$ cat src/rtl/cpu_defs.sv
// rtl/cpu_defs.sv - shared CPU type definitions used by the TLB maintenance path
//
// Purpose : one place for the TLB geometry, the TLB op encoding and the
//           packed TLB entry layout, so the controller, the Random counter
//           and the TLB array all agree on widths.
// Ports   : none (package).
package cpu_defs;

  localparam int TLB_ENTRIES_NUM = 16;
  localparam int TLB_INDEX_W     = $clog2(TLB_ENTRIES_NUM);

  typedef logic [TLB_INDEX_W-1:0] tlb_index_t;

  typedef enum logic [1:0] {
    TLBR  = 2'd0,
    TLBWI = 2'd1,
    TLBWR = 2'd2,
    TLBP  = 2'd3
  } tlb_op_t;

  // MIPS-style dual-page entry: one VPN2 maps an even/odd page pair.
  typedef struct packed {
    logic [18:0] vpn2;
    logic [7:0]  asid;
    logic        g;
    logic [19:0] pfn0;
    logic [2:0]  c0;
    logic        d0;
    logic        v0;
    logic [19:0] pfn1;
    logic [2:0]  c1;
    logic        d1;
    logic        v1;
  } tlb_entry_t;

  // Only the two write ops modify the array and force a refetch.
  function automatic logic is_tlb_write(input tlb_op_t op);
    return (op == TLBWI) || (op == TLBWR);
  endfunction

endpackage

$ cat src/rtl/tlb_random_gen.sv
// rtl/tlb_random_gen.sv - CP0 Random / Wired counter
//
// Purpose : Random counts down every cycle from ENTRIES-1 and reloads to
//           ENTRIES-1 after reaching Wired (or 0), so TLBWR never lands in
//           the wired (locked) region below Wired.
// Ports   : clk, rst (async, active-low)
//           wired_we, wired_wdata : Wired register write
//           random_out            : current Random value
module tlb_random_gen
  import cpu_defs::*;
#(
  parameter int ENTRIES = TLB_ENTRIES_NUM
) (
  input  logic       clk,
  input  logic       rst,
  input  logic       wired_we,
  input  tlb_index_t wired_wdata,
  output tlb_index_t random_out
);

  localparam tlb_index_t TOP = tlb_index_t'(ENTRIES - 1);

  tlb_index_t wired_q;
  tlb_index_t random_q;
  tlb_index_t random_d;

  // A Wired value beyond the array leaves no replaceable entries; park
  // Random at the top instead of letting it wrap through the array.
  always_comb begin
    random_d = random_q - tlb_index_t'(1);
    if (wired_we || (int'(wired_q) >= ENTRIES) ||
        (random_q == wired_q) || (random_q == '0)) begin
      random_d = TOP;
    end
  end

  always_ff @(posedge clk or negedge rst) begin
    if (!rst) begin
      wired_q  <= '0;
      random_q <= TOP;
    end else begin
      random_q <= random_d;
      if (wired_we) begin
        wired_q <= wired_wdata;
      end
    end
  end

  assign random_out = random_q;

endmodule

$ cat src/rtl/tlb_op_ctrl.sv
// rtl/tlb_op_ctrl.sv - TLBR/TLBWI/TLBWR/TLBP sequencing controller
//
// Purpose : accepts one TLB maintenance op at a time and runs it through
//           IDLE -> ISSUE -> FINISH. The TLB array is accessed in ISSUE,
//           completion is signalled in FINISH.
// Ports   : clk, rst (async, active-low)
//           op_valid/op_ready/op_type/op_abort : op request handshake
//           cp0_index, cp0_entry_hi, cp0_entry  : CP0 operands
//           wired_we, wired_wdata, random_out   : Wired/Random registers
//           tlbrw_index/we/wdata/rdata           : TLB array read/write port
//           tlbp_entry_hi, tlbp_index           : TLB array probe port
//           done, done_op, rd_entry, probe_index, flush_req : results
module tlb_op_ctrl
  import cpu_defs::*;
#(
  parameter int ENTRIES = TLB_ENTRIES_NUM
) (
  input  logic        clk,
  input  logic        rst,
  input  logic        op_valid,
  output logic        op_ready,
  input  tlb_op_t     op_type,
  input  logic        op_abort,
  input  logic [31:0] cp0_index,
  input  logic [31:0] cp0_entry_hi,
  input  tlb_entry_t  cp0_entry,
  input  logic        wired_we,
  input  tlb_index_t  wired_wdata,
  output tlb_index_t  random_out,
  output tlb_index_t  tlbrw_index,
  output logic        tlbrw_we,
  output tlb_entry_t  tlbrw_wdata,
  input  tlb_entry_t  tlbrw_rdata,
  output logic [31:0] tlbp_entry_hi,
  input  logic [31:0] tlbp_index,
  output logic        done,
  output tlb_op_t     done_op,
  output tlb_entry_t  rd_entry,
  output logic [31:0] probe_index,
  output logic        flush_req
);

  typedef enum logic [1:0] {
    S_IDLE,
    S_ISSUE,
    S_FINISH
  } state_t;

  state_t  state;
  state_t  state_d;
  tlb_op_t op_q;
  logic    accept;

  // Only the index bits of CP0 Index address the array.
  wire unused_index_bits = ^cp0_index[31:TLB_INDEX_W];

  tlb_random_gen #(
    .ENTRIES (ENTRIES)
  ) u_random (
    .clk         (clk),
    .rst         (rst),
    .wired_we    (wired_we),
    .wired_wdata (wired_wdata),
    .random_out  (random_out)
  );

  assign accept = op_valid && op_ready;

  always_comb begin
    state_d   = state;
    op_ready  = 1'b0;
    tlbrw_we  = 1'b0;
    done      = 1'b0;
    done_op   = TLBR;
    flush_req = 1'b0;
    case (state)
      S_IDLE: begin
        op_ready = 1'b1;
        if (op_valid) begin
          state_d = S_ISSUE;
        end
      end
      S_ISSUE: begin
        // Abort must kill the write in the same cycle, so the strobe is
        // decoded combinationally rather than registered.
        tlbrw_we = is_tlb_write(op_q) && !op_abort;
        state_d  = op_abort ? S_IDLE : S_FINISH;
      end
      S_FINISH: begin
        done      = 1'b1;
        done_op   = op_q;
        flush_req = is_tlb_write(op_q);
        state_d   = S_IDLE;
      end
      default: begin
        state_d = S_IDLE;
      end
    endcase
  end

  // The operand latches drive the array port directly; they are loaded at
  // acceptance, so they already hold the right values throughout ISSUE.
  // For TLBWR, Random is sampled at acceptance, before any coincident
  // Wired write reloads it.
  always_ff @(posedge clk or negedge rst) begin
    if (!rst) begin
      state         <= S_IDLE;
      op_q          <= TLBR;
      tlbrw_index   <= '0;
      tlbrw_wdata   <= '0;
      tlbp_entry_hi <= '0;
      rd_entry      <= '0;
      probe_index   <= '0;
    end else begin
      state <= state_d;
      if (accept) begin
        op_q          <= op_type;
        tlbrw_index   <= (op_type == TLBWR) ? random_out : cp0_index[TLB_INDEX_W-1:0];
        tlbrw_wdata   <= cp0_entry;
        tlbp_entry_hi <= cp0_entry_hi;
      end
      if ((state == S_ISSUE) && !op_abort) begin
        if (op_q == TLBR) begin
          rd_entry <= tlbrw_rdata;
        end
        if (op_q == TLBP) begin
          probe_index <= tlbp_index;
        end
      end
    end
  end

endmodule

$ cat config.mk
export PLATFORM = sky130hd
export DESIGN_NAME = tlb_op_ctrl
export DESIGN_NICKNAME = d
export VERILOG_FILES = /design/src/rtl/cpu_defs.sv /design/src/rtl/tlb_random_gen.sv /design/src/rtl/tlb_op_ctrl.sv
export SDC_FILE = /design/constraint.sdc
export NUM_CORES = 1
export LEC_CHECK = 0
export BUFFER_PORTS_ARGS = -buffer_cell sky130_fd_sc_hd__buf_2
export CORE_AREA = 2 2 193 195
export DETAILED_ROUTE_END_ITERATION = 10
export DIE_AREA = 0 0 195 197
export SYNTH_ARGS = -nofsm -noshare
export SYNTH_HDL_FRONTEND = slang
export SYNTH_SLANG_ARGS = --single-unit
$ cat constraint.sdc
create_clock -name clk -period 1.7 [get_ports clk]
set_clock_uncertainty 0.15 [all_clocks]
set_input_delay 0.085 -clock clk [delete_from_list [all_inputs] [get_ports clk]]
set_output_delay 0.085 -clock clk [all_outputs]
set_load 0.05 [all_outputs]
==> results of run 1 <==
[worst max-delay path: stages (launching register included)]
cell       delay, ns
dfrtp_1         0.41
buf_6           0.15
nor3b_4         0.24
buf_12          0.22
clkbuf_16       0.22
mux2_2          0.34
[state kept, by name, summed over array words and instances, names as in the netlist]
| name | count |
|---|---|
| probe_index | 32 |
| state | 2 |
| tlbp_entry_hi | 32 |
| tlbrw_wdata | 78 |
| rd_entry | 78 |
| op_q | 2 |
| u_random.wired_q | 4 |
| tlbrw_index | 4 |
| u_random.random_out | 4 |
[repair_timing]
item,CTS,global route
pin swaps,6,3
buffers inserted,17,4
endpoints found under the hold margin,471,0
setup endpoints to repair,197,229
cloned,7,9
gates resized for setup,104,137
hold buffers,239,0
[kinds of logic (layout without fill, tap and decap cells)]
logic type | after synthesis | count (layout)
AOI/OAI and AO/OA | 7 | 7
xor gates and xnor gates | 6 | 6
adders and majority gates | 3 | 3
buffers and inverters | 31 | 828
DFF | 236 | 236
muxes | 228 | 228
other | 0 | 1
and+or+nand+nor | 24 | 24
[cell type report]
| class | instances | share of cell area [%] |
|---|---|---|
| Clock inverter | 9 | 0.607 |
| Inverter | 4 | 0.0889 |
| Sequential cell | 236 | 35.0 |
| Antenna cell | 1 | 0.0148 |
| Tap cell | 468 | 3.47 |
| Timing Repair Buffer | 774 | 35.1 |
| Clock buffer | 41 | 4.84 |
| Multi-Input combinational cell | 268 | 20.9 |
[cell usage in the layout, fill, tap and decap left out, types with 5 or more instances in the layout]
cell type      instances
buf_4                 21
and2_4                 6
mux2_4               174
a21oi_1                5
dfrtp_1              232
buf_16                10
buf_8                  8
mux2_2                50
dlygate4sd3_1        238
clkinv_2               5
buf_2                457
xnor2_1                6
buf_12                17
clkbuf_8               9
nor2_1                 6
buf_6                 13
clkbuf_1               5
clkbuf_16             35
[power by group through the flow]
| stage | registers [uW] | logic [uW] | clock network [uW] |
|---|---|---|---|
| detailed placement | 8420 | 11300 | 0 |
| CTS | 8360 | 12200 | 6090 |
| floorplan | 14700 | 1950 | 0 |
| finish | 8520 | 13000 | 5940 |
| global route | 8720 | 13400 | 6330 |
| global placement | 8350 | 11200 | 0 |
[how the worst min path moves through the flow]
stage	endpoint	startpoint	cells after the start	slack, ns
finish	state[0]	op_valid	5	0.08
global route	state[0]	op_valid	5	0.1
CTS	tlbrw_index[1]	op_valid	5	0.1
detailed placement	rd_entry[63]	rst	1	-0.17
global placement	rd_entry[63]	rst	1	-0.16
floorplan	op_q[0]	rst	0	-0.36
[layer usage]
metal	GRT usage (%)	wire, um
met1	16.5	12300
met2	27.7	16900
met3	3.22	1980
met4	6.70	1290
met5	0	0
[per-stage QoR]
step	hold WS (ns)	instances	power [uW]	worst slack, ns
floorplan	-0.361	535	16700	-0.0285
global placement	-0.163	1479	19600	-0.0791
detailed placement	-0.167	1479	19700	-0.104
CTS	0.0953	1792	26600	-0.177
global route	0.0974	1800	28500	-0.232
finish	0.0850	1801	27500	-0.183
==> summary.md, run 1 <==
| Metric | Value |
|---|---|
| Status | `complete, but fails checks` |
| Failing checks | `setup timing` |
| Number of buffers created by CTS | `27` |
| Worst-path maximum fanout | `14` |
| Cell accounting for the most synthesized area | `dfrtp_1` |
| Multiplexer fraction of the synthesized cell area | `between 20 and 30%` |
| Routed wirelength normalized by instance count | `18.0 um` |
| Net Count, Synth | `between 800 and 900` |
| Internal power | `between 15,000 and 20,000 uW` |
| Worst Setup Start Kind | `flip-flop` |
| Antenna violations before repair | `0` |
| Number of placement rows | `70` |
| Clock sinks | `between 200 and 250` |
| Data arrival at the endpoint of the critical path | `between 2 and 2.5 ns` |
| Cells after Synth | `approximately 540` |
| Worst setup path endpoint | `tlbp_entry_hi[25]` |
| RSZ-0062 raised after global routing | `yes` |
| Net switching share of the total power | `roughly 44%` |
| Total grt overflow | `0` |
| Hold Fails Final Rpt | `0` |
| Final setup violating endpoints | `213` |
| Class of the worst hold path | `input port to flip-flop` |
| Routed Wire Length | `around 32,000 um` |
| Post-synth ARST share | `100%` |
| Quantity of I/O buffers inserted on ports | `468` |
| Critical path startpoint | `state[1]` |
| DRC | `0` |
| All-Layer GR Usage | `15.0%` |
| Max Transition Viols Final | `0` |
| Final period utilization | `111%` |
| Via density per instance | `~4.2` |
| Area used by multi-input combinational logic | `between 3000 and 4000 um2` |
| Parity-gate share of the synthesized area counting xor and xnor cells | `less than 1%` |
| Time the final worst path needs with I/O delays and setup | `approximately 1.9 ns` |
| Final core utilization | `between 40 and 50%` |
| Top flip-flop cell by instance count after synthesis | `dfrtp_1` |
| Die outline area | `~38,000 um2` |
| Post-DP Area | `between 10,000 and 15,000 um2` |
| Post-synthesis share of cell area spent on full adders, half adders and majority gates | `0.419%` |
| Post-DRT Antenna Nets | `0` |
| Syn_area_per_cell | `~17 um2` |
| Number of nets in the finished design | `1,577` |
| Skew-Pair Late Insertion Delay | `0.54 ns` |
| Sequential cell area fraction in the yosys report | `approximately two thirds` |
| Comb power frac | `a little under half` |
| Wire length of the first global-routing pass | `between 40,000 and 50,000 um` |
| Maximum clock frequency | `around 530 MHz` |
| Die height | `between 150 and 200 um` |
| H-tree depth | `1` |
| Leakage power summed over all cells | `between 0.008 and 0.009 uW` |
| Area share of the largest cell type after synthesis | `about two thirds` |
| Yosys warns | `0` |
| Number of library cell types mapped by synthesis | `26` |
| #FFs+latches synth | `roughly 240` |
| Vias in the first global route | `~8,300` |
| Sequential power share | `31.0%` |
| Sum Neg Setup Slack | `-23.85 ns` |
| Worst Reg2Reg Path Length in Cells | `5` |
| Worst Max-Slew Pin Slew | `0.356 ns` |
| Iteration-0 DRC Markers | `approximately 130` |
| Simple-gate share of the synthesized area | `under 10%` |
| Combinational family with the most area after synthesis | `multiplexers` |
| Via count of the routed design | `around 7,600` |
| Sequential cell area | `just under 6000 um2` |
| Compound-cell area share of the yosys netlist | `less than 1%` |
| CP Class | `flip-flop to flip-flop` |
| Leading cell type by number of instances after synthesis | `dfrtp_1` |
| GP Congestion | `about 0.75` |
| # Max-Cap Violations | `0` |
| Fraction of final layout cells with drive strength greater than 1 | `61.7%` |
| Cell Pwr Density | `1630 nW/um2` |
| Launch instance of the worst register-to-register path | `state[1]` |
| WP data required | `1.96 ns` |
| Setup slack of the critical path after layout | `-0.183 ns` |
| Critical R2R Capture | `tlbp_entry_hi[25]` |
| Starting utilization of the core area | `24.7%` |
| CTS clk-pin slew, worst paths | `0.06 ns` |
| Most common library cells after synthesis | `232 x dfrtp_1, 223 x mux2_2, 12 x buf_4` |
| Buffers from clock root to sink, at most | `3` |
| Register-to-Register Setup Slack | `-0.18 ns` |
| Peak supply drop | `0.878 mV` |
| IO Pins | `around 500` |
| Synthesis-to-finish area growth | `88.7%` |
| Psw | `around 12,000 uW` |
| CP endpoint kind | `flip-flop` |
| Width of the die | `195 um` |
| Clock tree from TritonCTS | `done` |
| EDFF count, synth | `0` |
| Clock tree root driver cell | `clkbuf_16` |
| Mapped Area | `around 9000 um2` |
| Fill count | `between 3,000 and 4,000` |
| Clock share of power | `between 20% and 30%` |
| Final instance area | `about 17,000 um2` |
| Top area cells in the synthesized netlist | `dfrtp_1 65%, mux2_2 28%, dfstp_2 1.2%` |
| Slew HR | `approximately three quarters` |
| Core footprint | `about 36,000 um2` |
| Drt first pass iters | `4` |
| Detail Placement HPWL | `19,300 um` |
| Maximum number of pins on one net before global-route repair | `66` |
(Power assumes the default switching activity.)
==> run 2, diff against run 1 <==
Settings changed: CORE_AREA 2 2 193 195 to 2 2 195 197, DIE_AREA 0 0 195 197 to 0 0 197 199.
==> run 2 against run 1 <==
Net effect:
- the flow still finishes with violations (setup timing)
- cell area up 1.8%
- critical path depth grew 1
- worst hold slack gained 0.065 ns
- final cell count is 0.61% higher
- sequential power up 0.7%
- critical path type unchanged
==> summary.md, run 2 (synthesis gave the netlist of run 1 again) <==
| Metric | Value |
|---|---|
| Status | `complete, but fails checks` |
| Failing checks | `setup timing` |
| CP Class | `flip-flop to flip-flop` |
| Post-DRT Antenna Nets | `0 (unchanged)` |
| Internal power | `15,700 uW (+2.1%)` |
| Maximum number of pins on one net before global-route repair | `51 (-23%)` |
| Sequential cell area | `5910 um2 (unchanged)` |
| Worst Max-Slew Pin Slew | `0.492 ns (+0.136 ns)` |
| Cell depth of the worst hold path | `3 (-2)` |
| Via count of the routed design | `7,760 (+1.5%)` |
| Launch point of the worst hold path | `cp0_entry[47]` |
| CTS clk-pin slew, worst paths | `0.06 ns (about the same)` |
| Hold Fails Final Rpt | `0 (unchanged)` |
| Number of placement rows | `71 (+1.4%)` |
| Routed Wire Length | `35,000 um (+8.0%)` |
| DRC | `0 (unchanged)` |
| RSZ-0062 raised after global routing | `yes` |
| Critical R2R Capture | `rd_entry[26]` |
| Sequential power share | `30.7% (-0.3 points)` |
| Largest registers in the final layout | `rd_entry (78), tlbrw_wdata (78)` |
| Routed wirelength normalized by instance count | `19.3 um (+7.3%)` |
| Core footprint | `37,100 um2 (+2.4%)` |
| Setup slack of the critical path after layout | `-0.170 ns (+0.0130 ns)` |
| Vias in the first global route | `8,412 (+1.2%)` |
| H-tree depth | `1 (unchanged)` |
| Most frequent cells in the layout | `457 x buf_2, 239 x dlygate4sd3_1, 232 x dfrtp_1, 216 x mux2_4, 42 x clkbuf_16` |
| Overall power after layout | `28,000 uW (+1.9%)` |
| Clock share of power | `22.0% (+0.4 points)` |
| Detail Placement HPWL | `19,100 um (-0.81%)` |
| Peak supply drop | `0.977 mV (+11%)` |
| Most frequent standard cell in the layout excluding fill and tap cells | `buf_2` |
| All-Layer GR Usage | `14.9% (-0.13 points)` |
| Area used by multi-input combinational logic | `3720 um2 (+5.1%)` |
| Number of nets in the finished design | `1,583 (+0.38%)` |
| Time the final worst path needs with I/O delays and setup | `1.87 ns (-0.0130 ns)` |
| Skew-Pair Late Insertion Delay | `0.54 ns (about the same)` |
| Worst-path maximum fanout | `8 (-6)` |
| Starting utilization of the core area | `24.1% (-0.58 points)` |
| Non-filler instance count after layout | `1,812 (+0.61%)` |
| Width of the die | `197 um (+1.0%)` |
| Slew HR | `67.2% (-9.1 points)` |
| Endpoint of the worst hold path | `tlbrw_wdata[47]` |
| Clock tree from TritonCTS | `done` |
| Via density per instance | `4.28 (+0.89%)` |
| GP Congestion | `0.751 (about the same)` |
| Launch instance of the worst register-to-register path | `state[1]` |
| WP data required | `1.99 ns (+0.03 ns)` |
| Drt first pass iters | `4 (unchanged)` |
| Maximum clock frequency | `535 MHz (+0.69%)` |
| Leakage power summed over all cells | `0.00852 uW (+2.7%)` |
| Fill count | `3,165 (+0.83%)` |
| Cell Pwr Density | `1630 nW/um2 (about the same)` |
| Total grt overflow | `0 (unchanged)` |
| Psw | `12,300 uW (+1.7%)` |
| Quantity of I/O buffers inserted on ports | `468 (unchanged)` |
| Clock sinks | `236 (unchanged)` |
| Antenna violations before repair | `1 (+1)` |
| IO Pins | `497 (unchanged)` |
| Buffers from clock root to sink, at most | `3 (unchanged)` |
| Die outline area | `39,200 um2 (+2.1%)` |
| Sum Neg Setup Slack | `-22.32 ns (+1.54 ns)` |
| Net switching share of the total power | `43.8% (-0.093 points)` |
| Iteration-0 DRC Markers | `214 (+67%)` |
| Max Transition Viols Final | `0 (unchanged)` |
| Fraction of final layout cells with drive strength greater than 1 | `62.2% (+0.44 points)` |
| Synthesis-to-finish area growth | `92.1%` |
| Class of the worst hold path | `input port to flip-flop` |
| Comb power frac | `47.4% (about the same)` |
| Final period utilization | `110% (-0.76 points)` |
| CP endpoint kind | `flip-flop` |
| Register-to-Register Setup Slack | `-0.17 ns (about the same)` |
| Hold WS | `0.150 ns (+0.0647 ns)` |
| Number of buffers created by CTS | `28 (+3.7%)` |
| Data arrival at the endpoint of the critical path | `2.16 ns (+0.02 ns)` |
| Worst Reg2Reg Path Length in Cells | `6 (+1)` |
| Final setup violating endpoints | `226 (+6.1%)` |
| # Max-Cap Violations | `0 (unchanged)` |
| Inst Count DP | `1,487 (+0.54%)` |
| Worst Setup Start Kind | `flip-flop` |
| Wire length of the first global-routing pass | `45,700 um (+0.11%)` |
| Clock tree root driver cell | `clkbuf_16` |
| Die height | `199 um (+1.0%)` |
==> run 2: power groups by stage <==
stage                     sequential [uW]  combinational, uW  clock (uW)
after floorplan                     14700               1950           0
after global placement               8370              11200           0
after detailed placement             8430              11200           0
after CTS                            8380              12100        6280
after global routing                 8740              13700        6560
final                                8580              13300        6150
==> run 2: timing repair <==
item,in CTS,in global routing
pin swaps,4,5
hold endpoints to repair,472,0
gates cloned,4,19
setup buffers,9,6
hold buffers,239,0
resized for setup,122,186
setup endpoints to repair,217,234
==> run 2: per-layer routing <==
metal	vias up	share of wire, %	wire, um	global-route usage, %
met5	-	0	0	0
met3	89	6.9	2410	4.05
met2	393	51	18000	27.9
met4	0	4.3	1520	6.04
met1	3840	37	13100	15.7
li1	3438	-	-	-
==> run 2: area by class of cell <==
class | instances | share of cell area, %
flip-flops and latches | 236 | 34.3
well taps | 474 | 3.45
clock buffers | 40 | 4.75
repair buffers | 779 | 35.0
inverters | 4 | 0.0873
diodes | 1 | 0.0145
multi-input cells | 268 | 21.6
clock inverters | 10 | 0.749
==> run 2: critical path, cell delays in order, from the launching register on <==
cell	delay, ns
dfrtp_1	0.40
buf_6	0.12
nor3b_4	0.21
and2_4	0.23
buf_12	0.16
clkbuf_16	0.18
mux2_4	0.30
==> run 2: per-stage QoR <==
step | setup slack (ns) | instance area (um2) | utilization [%]
2_1_floorplan | -0.0285 | 8990 | -
3_3_place_gp | -0.115 | 12100 | 32.7
3_5_place_dp | -0.136 | 12100 | 32.7
4_1_cts | -0.203 | 16100 | 43.3
5_1_grt | -0.240 | 17200 | 46.3
6_report | -0.170 | 17200 | 46.3
==> run 2: worst max path at each step <==
| stage | endpoint | slack, ns | depth (start not counted) | start |
|---|---|---|---|---|
| 3_5_place_dp | tlbp_entry_hi[18] | -0.14 | 4 | state[1] |
| 5_1_grt | done_op[0] | -0.24 | 4 | state[1] |
| 4_1_cts | tlbrw_we | -0.20 | 4 | state[1] |
| 3_3_place_gp | tlbrw_wdata[22] | -0.11 | 4 | state[1] |
| 2_1_floorplan | rd_entry[61] | -0.03 | 6 | state[1] |
| 6_report | rd_entry[26] | -0.17 | 6 | state[1] |
